## src/rtl/pipe_ctrl_pkg.sv

```systemverilog
// Shared constants for the pipeline hazard / exception sequencer.
package pipe_ctrl_pkg;

  typedef logic [1:0] state_t;

  localparam state_t RUN      = 2'd0;
  localparam state_t FLUSH    = 2'd1;
  localparam state_t REDIRECT = 2'd2;

  localparam logic [1:0] PC_SEQ     = 2'b00;
  localparam logic [1:0] PC_HANDLER = 2'b01;
  localparam logic [1:0] PC_EPC     = 2'b10;

  localparam logic [4:0]  EXC_OV      = 5'd12;
  localparam logic [4:0]  EXC_INT     = 5'd0;
  localparam logic [31:0] HANDLER_VEC = 32'h0000_4180;

endpackage

```

## src/rtl/hazard_detect.sv

```systemverilog
// Combinational load-use detector: a load in ID/EX whose destination feeds the instruction in ID.
module hazard_detect (
  input  logic [4:0] id_rs,
  input  logic [4:0] id_rt,
  input  logic [2:0] id_ex_memread,
  input  logic [4:0] id_ex_rt,
  output logic       load_use
);

  always_comb begin
    load_use = (id_ex_memread != 3'd0) && (id_ex_rt != 5'd0) &&
               ((id_ex_rt == id_rs) || (id_ex_rt == id_rt));
  end

endmodule

```

## src/rtl/pipe_hazard_ctrl.sv

```systemverilog
// Pipeline stall/flush sequencer with precise exception, interrupt and ERET handling.
// Optional performance counters are built when HAZARD_PERF_EN is defined.
module pipe_hazard_ctrl
  import pipe_ctrl_pkg::*;
#(
  parameter logic [31:0] HANDLER_ADDR = HANDLER_VEC,
  parameter int          FLUSH_CYCLES = 1,
  parameter logic [4:0]  EXC_OV_CODE  = EXC_OV,
  parameter logic [4:0]  EXC_INT_CODE = EXC_INT
) (
  input  logic        clk,
  input  logic        rst,
  input  logic [4:0]  id_rs,
  input  logic [4:0]  id_rt,
  input  logic [2:0]  id_ex_memread,
  input  logic [4:0]  id_ex_rt,
  input  logic        mem_wb_valid,
  input  logic        mem_wb_overflow,
  input  logic [4:0]  mem_wb_exccode,
  input  logic [31:0] mem_wb_opc,
  input  logic        mem_wb_eret,
  input  logic        irq,
  output logic        stall_pc,
  output logic        stall_if_id,
  output logic        flush_if_id,
  output logic        flush_id_ex,
  output logic        flush_ex_mem,
  output logic        flush_mem_wb,
  output logic        wb_kill,
  output logic [1:0]  pc_sel,
  output logic [31:0] epc_out,
  output logic [4:0]  cause_out,
  output logic        busy
`ifdef HAZARD_PERF_EN
  ,
  output logic [31:0] stall_cnt,
  output logic [31:0] exc_cnt
`endif
);

  // The PC mux lives outside this block, so the vector is only sanity-checked here.
  if (FLUSH_CYCLES < 1 || FLUSH_CYCLES > 7) begin : g_bad_flush_cycles
    $error("pipe_hazard_ctrl: FLUSH_CYCLES must be in 1..7");
  end
  if (HANDLER_ADDR[1:0] != 2'b00) begin : g_bad_handler_addr
    $error("pipe_hazard_ctrl: HANDLER_ADDR must be word aligned");
  end

  localparam logic [2:0] FLUSH_LAST = 3'(FLUSH_CYCLES - 1);

  state_t     state;
  logic [2:0] flush_cnt;
  logic       irq_pend;
  logic       load_use_raw;
  logic       exc_now, int_now, eret_now, lu_now;

  hazard_detect u_hazard_detect (
    .id_rs         (id_rs),
    .id_rt         (id_rt),
    .id_ex_memread (id_ex_memread),
    .id_ex_rt      (id_ex_rt),
    .load_use      (load_use_raw)
  );

  always_comb begin
    exc_now  = (state == RUN) && mem_wb_valid &&
               (mem_wb_overflow || (mem_wb_exccode != 5'd0));
    int_now  = (state == RUN) && mem_wb_valid && irq_pend && !exc_now;
    eret_now = (state == RUN) && mem_wb_eret && !exc_now && !int_now;
    lu_now   = (state == RUN) && load_use_raw && !exc_now && !int_now && !mem_wb_eret;
  end

  always_comb begin
    stall_pc     = 1'b0;
    stall_if_id  = 1'b0;
    flush_if_id  = 1'b0;
    flush_id_ex  = 1'b0;
    flush_ex_mem = 1'b0;
    flush_mem_wb = 1'b0;
    wb_kill      = 1'b0;
    pc_sel       = PC_SEQ;
    busy         = (state != RUN);
    case (state)
      RUN: begin
        if (exc_now || int_now) begin
          wb_kill      = exc_now;
          stall_pc     = 1'b1;
          flush_if_id  = 1'b1;
          flush_id_ex  = 1'b1;
          flush_ex_mem = 1'b1;
          flush_mem_wb = 1'b1;
        end else if (eret_now) begin
          pc_sel       = PC_EPC;
          flush_if_id  = 1'b1;
          flush_id_ex  = 1'b1;
          flush_ex_mem = 1'b1;
        end else if (lu_now) begin
          stall_pc     = 1'b1;
          stall_if_id  = 1'b1;
          flush_id_ex  = 1'b1;
        end
      end
      FLUSH: begin
        stall_pc     = 1'b1;
        flush_if_id  = 1'b1;
        flush_id_ex  = 1'b1;
        flush_ex_mem = 1'b1;
        flush_mem_wb = 1'b1;
      end
      REDIRECT: begin
        pc_sel      = PC_HANDLER;
        flush_if_id = 1'b1;
      end
      default: ;
    endcase
  end

  always_ff @(posedge clk) begin
    if (rst) begin
      state     <= RUN;
      flush_cnt <= 3'd0;
    end else begin
      case (state)
        RUN: begin
          if (exc_now || int_now) begin
            state     <= FLUSH;
            flush_cnt <= 3'd0;
          end
        end
        FLUSH: begin
          if (flush_cnt == FLUSH_LAST) begin
            state     <= REDIRECT;
            flush_cnt <= 3'd0;
          end else begin
            flush_cnt <= flush_cnt + 3'd1;
          end
        end
        REDIRECT: state <= RUN;
        default:  state <= RUN;
      endcase
    end
  end

  // Taking the interrupt consumes the pending request even if irq is still high this cycle.
  always_ff @(posedge clk) begin
    if (rst) begin
      irq_pend  <= 1'b0;
      epc_out   <= 32'd0;
      cause_out <= 5'd0;
    end else begin
      if (int_now) begin
        irq_pend <= 1'b0;
      end else if (irq) begin
        irq_pend <= 1'b1;
      end
      if (exc_now) begin
        epc_out   <= mem_wb_opc;
        cause_out <= mem_wb_overflow ? EXC_OV_CODE : mem_wb_exccode;
      end else if (int_now) begin
        epc_out   <= mem_wb_opc + 32'd4;
        cause_out <= EXC_INT_CODE;
      end
    end
  end

`ifdef HAZARD_PERF_EN
  always_ff @(posedge clk) begin
    if (rst) begin
      stall_cnt <= 32'd0;
      exc_cnt   <= 32'd0;
    end else begin
      if (lu_now && (stall_cnt != 32'hFFFF_FFFF)) begin
        stall_cnt <= stall_cnt + 32'd1;
      end
      if ((exc_now || int_now) && (exc_cnt != 32'hFFFF_FFFF)) begin
        exc_cnt <= exc_cnt + 32'd1;
      end
    end
  end
`endif

endmodule

```

## config.mk

```make
export PLATFORM = sky130hd
export DESIGN_NAME = pipe_hazard_ctrl
export DESIGN_NICKNAME = d
export VERILOG_FILES = /design/src/rtl/pipe_ctrl_pkg.sv /design/src/rtl/hazard_detect.sv /design/src/rtl/pipe_hazard_ctrl.sv
export SDC_FILE = /design/constraint.sdc
export NUM_CORES = 1
export LEC_CHECK = 0
export BUFFER_PORTS_ARGS = -buffer_cell sky130_fd_sc_hd__buf_4
export CAP_MARGIN = 20
export CORE_UTILIZATION = 40
export CTS_BUF_LIST = sky130_fd_sc_hd__clkbuf_4 sky130_fd_sc_hd__clkbuf_8
export DETAILED_ROUTE_END_ITERATION = 8
export HOLD_SLACK_MARGIN = 0.06
export PLACE_DENSITY_LB_ADDON = 0.3
export SYNTH_ARGS = -nofsm -noshare
export SYNTH_HDL_FRONTEND = slang
export SYNTH_SLANG_ARGS = --single-unit
```

## constraint.sdc

```tcl
create_clock -name clk -period 2.6 [get_ports clk]
set_input_delay 0.39 -clock clk [delete_from_list [all_inputs] [get_ports clk]]
set_output_delay 0.39 -clock clk [all_outputs]
set_load 0.005 [all_outputs]
```

==> flow_summary.json <==
{
  "outcome": "completed",
  "cp_max_fo": 4,
  "clk_pin_slew_worst_paths_ns": 0.09,
  "worstHoldPathType": "primary input to register",
  "reg2regPathDepth": 8,
  "maximum_number_of_pins_on_one_net_before_global_route_repair": 62,
  "post-route-util_pct": 58.3,
  "sinks_on_clock_net": 43,
  "drc": 0,
  "cp.required_ns": 2.21,
  "floorplan.rows": 28,
  "hold-path-cell-count": 3,
  "place_hpwl_mm": 5.16,
  "initial_antenna_violation_count": 0,
  "clockBufferDepth": 2,
  "vias": 2655,
  "netlist.top_cell.by_area": "dfxtp_1",
  "layout_min_cycle_time_ns": 2.45,
  "tritoncts.num_buffers": 5,
  "synth_async_sr_flop_share_pct": 0,
  "r2r_end": "flush_cnt[1]$_SDFFE_PP0P_",
  "syn_nets": 385,
  "synth_top_cells_by_count": "43 x dfxtp_1, 37 x nor2_1, 23 x nand2_1",
  "totalNegativeSetupSlack_ns": 0,
  "synthesized_flop_and_latch_total": 43,
  "timing.rr.start": "state[0]$_SDFFE_PP0P_",
  "cp_data_arrival_time_ns": 2.06,
  "global_route_wire_length_before_repair_mm": 11.1,
  "synthMostInstantiatedCell": "dfxtp_1",
  "critical-path-top-delay-family": "simple AND/OR/NAND/NOR gates",
  "die_width_um": 81.5,
  "synth.lib_cells_used.distinct": 45,
  "detail_route.first_pass.iterations": 4,
  "die_h_um": 81.5,
  "power.density_cell_area_nw_per_um2": 698,
  "finalClockSkew_ns": 0.00616,
  "io_pins": 108,
  "finalPower_uw": 2440,
  "netlist_area_um2": 2530,
  "layout_worst_path_cycle_share_pct": 94.1,
  "routed_wirelength_mm": 6.79,
  "path_class": "primary input to output pin",
  "irDropWorstVdd_mv": 0.338,
  "overall_fraction_of_global_route_tracks_in_use_pct": 21.1,
  "global_route.overflow_total": 0,
  "floorplan.initialDensity_pct": 42.2,
  "post_synth.cell_area_avg_um2": 8.00,
  "synthCells": 316,
  "area.growth.synth_to_final_pct": 38.2,
  "cts.hold.buffers_added": 0,
  "fmax_ghz": 0.409,
  "wire_per_inst_um": 13.8,
  "cts_max_level": 2,
  "cts_tree": "built",
  "drtAntennaViolNets": 0,
  "timing.critical_path.slowest_cell_delay_ns": 0.54,
  "drive_above_1_share_pct": 31.1,
  "floorplan.die_area_um2": 6640,
  "worstHoldStart": "mem_wb_opc[0]",
  "cts_resized": 0,
  "static-leakage-power_uw": 0.00148,
  "timing.final.max_slew_violations": 0,
  "yosysWarningCount": 0,
  "clockRootBuffer": "clkbuf_8",
  "max-slew-margin-rel_pct": 61.7,
  "grt_setup_unrepaired": "no",
  "setup_viol_count_final": 0,
  "critical-path-top-cell-by-count": "buf_4",
  "synth-edff-count": 0,
  "timing.critical_path.from_type": "primary input",
  "final.fill_count": 556,
  "dominantRegCellSynth": "dfxtp_1",
  "gp_congestion": 0.798,
  "timing.max_cap.violations": 0,
  "hold_violations": 0,
  "regToRegSetupSlack_ns": 0.40,
  "critical-path-slowest-cell": "or4_1",
  "core_area_um2": 5990,
  "synth-seq-area-share_pct": 34.1,
  "cp-end-kind": "output pin",
  "worstPathBufferInverterCount": 3,
  "clkLatencyLatePin_ns": 0.29,
  "antenna_cells_inserted": 0,
  "hold_path_end": "epc_out[0]$_SDFFE_PP0P_",
  "routed_via_density": 5.39,
  "timing.critical_path.cells": "buf_4 > or4_1 > buf_4 > o31ai_2 > nand4_1 > nand2b_1 > buf_4",
  "worstMarginPinSlew_ns": 0.575,
  "synth.area.top_cells": "dfxtp_1 34%, a211oi_1 6.2%, xnor2_1 5.5%",
  "synth_top_area_share_pct": 34.1,
  "via_count_of_the_first_global_routing_pass": 2484,
  "drt_iter0_drc": 129,
  "cts_post_setup_buffers_inserted": 0,
  "final_nets": 486,
  "place.port_buffers": 107
}
[worst max-delay path by stage]
stage                          start  slack [ns]  depth (start not counted)                       end
6_report           mem_wb_exccode[2]        0.15                          7               flush_id_ex
5_1_grt        state[0]$_SDFFE_PP0P_        0.02                          8               flush_id_ex
4_1_cts            mem_wb_exccode[2]        0.17                          7                  stall_pc
3_5_place_dp       mem_wb_exccode[2]        0.10                          7  epc_out[26]$_SDFFE_PP0P_
2_1_floorplan      mem_wb_exccode[2]        0.31                          7               flush_id_ex
3_3_place_gp       mem_wb_exccode[2]        0.16                          7  epc_out[28]$_SDFFE_PP0P_
[layout by cell type (no fill, tap or decap), drive strengths merged, types with 4 or more instances in the layout]
cell / n
buf: 115
dfxtp: 43
nor2: 37
nand2: 23
a211oi: 21
xnor2: 16
nand4: 14
inv: 13
nand3: 13
a21oi: 11
xor2: 11
o21ai: 11
nor3: 8
ha: 8
or3: 6
o21bai: 6
and3: 6
nand2b: 5
clkbuf: 5
or4: 4
nor4: 4
a22oi: 4
a31oi: 4
a311oi: 4
o31ai: 4
[report_power, final]
part	internal, µW	leakage [µW]	total, µW	switching [µW]
Combinational	563	0.00108	1090	530
Sequential	823	0.000355	917	94.4
Clock	187	0.0000402	428	241
Total	1570	0.00148	2440	865
[cell type report]
class	instances	area (µm²)	share of cell area, %
timing repair buffer	115	863	24.7
clock buffer	5	68.8	1.97
inverter	13	48.8	1.40
tap	75	93.8	2.69
clock inverter	3	20.0	0.573
multi-input combinational	239	1540	44.0
sequential	43	861	24.6
[worst register-to-register path, stage by stage, from the launching register on]
cell	delay, ns
dfxtp_1	0.35
inv_1	0.11
ha_1	0.18
and2_1	0.31
o31a_2	0.22
buf_4	0.48
a21oi_1	0.18
a32oi_1	0.21
nor2_1	0.05
[cells by family after synthesis]
| group | Yosys count | share of synthesized area (%) |
|---|---|---|
| buf+inv | 34 | 5.35 |
| fa+ha+maj | 8 | 3.96 |
| xor+xnor | 27 | 9.36 |
| mux | 2 | 0.792 |
| compound gates | 73 | 20.3 |
| flops | 43 | 34.1 |
| simple gates | 129 | 26.1 |
[state kept, by name, indices dropped and copies added (netlist names)]
| register | cells |
|---|---|
| cause_out | 5 |
| epc_out | 32 |
| flush_cnt | 3 |
| irq_pend | 1 |
| state | 2 |
[through the flow]
step / hold slack [ns] / worst slack, ns / cells / instance area [µm²]
after floorplan: 0.448 / 0.309 / 316 / 2530
after global routing: 0.332 / 0.0212 / 493 / 3490
after CTS: 0.332 / 0.171 / 493 / 3490
after global placement: 0.447 / 0.162 / 485 / 3400
after detailed placement: 0.450 / 0.102 / 485 / 3400
final: 0.334 / 0.155 / 493 / 3490
[routing by layer]
metal  vias up  global-route usage, %  wire length, µm  part of all wire [%]
met1      1230                   26.8             3140                    46
met5         -                      0                0                     0
met4         0                   5.36               53                  0.78
met3         6                   3.78              349                   5.1
met2        75                   36.7             3250                    48
li1       1344                      -                -                     -
(Power assumes the default switching activity.)
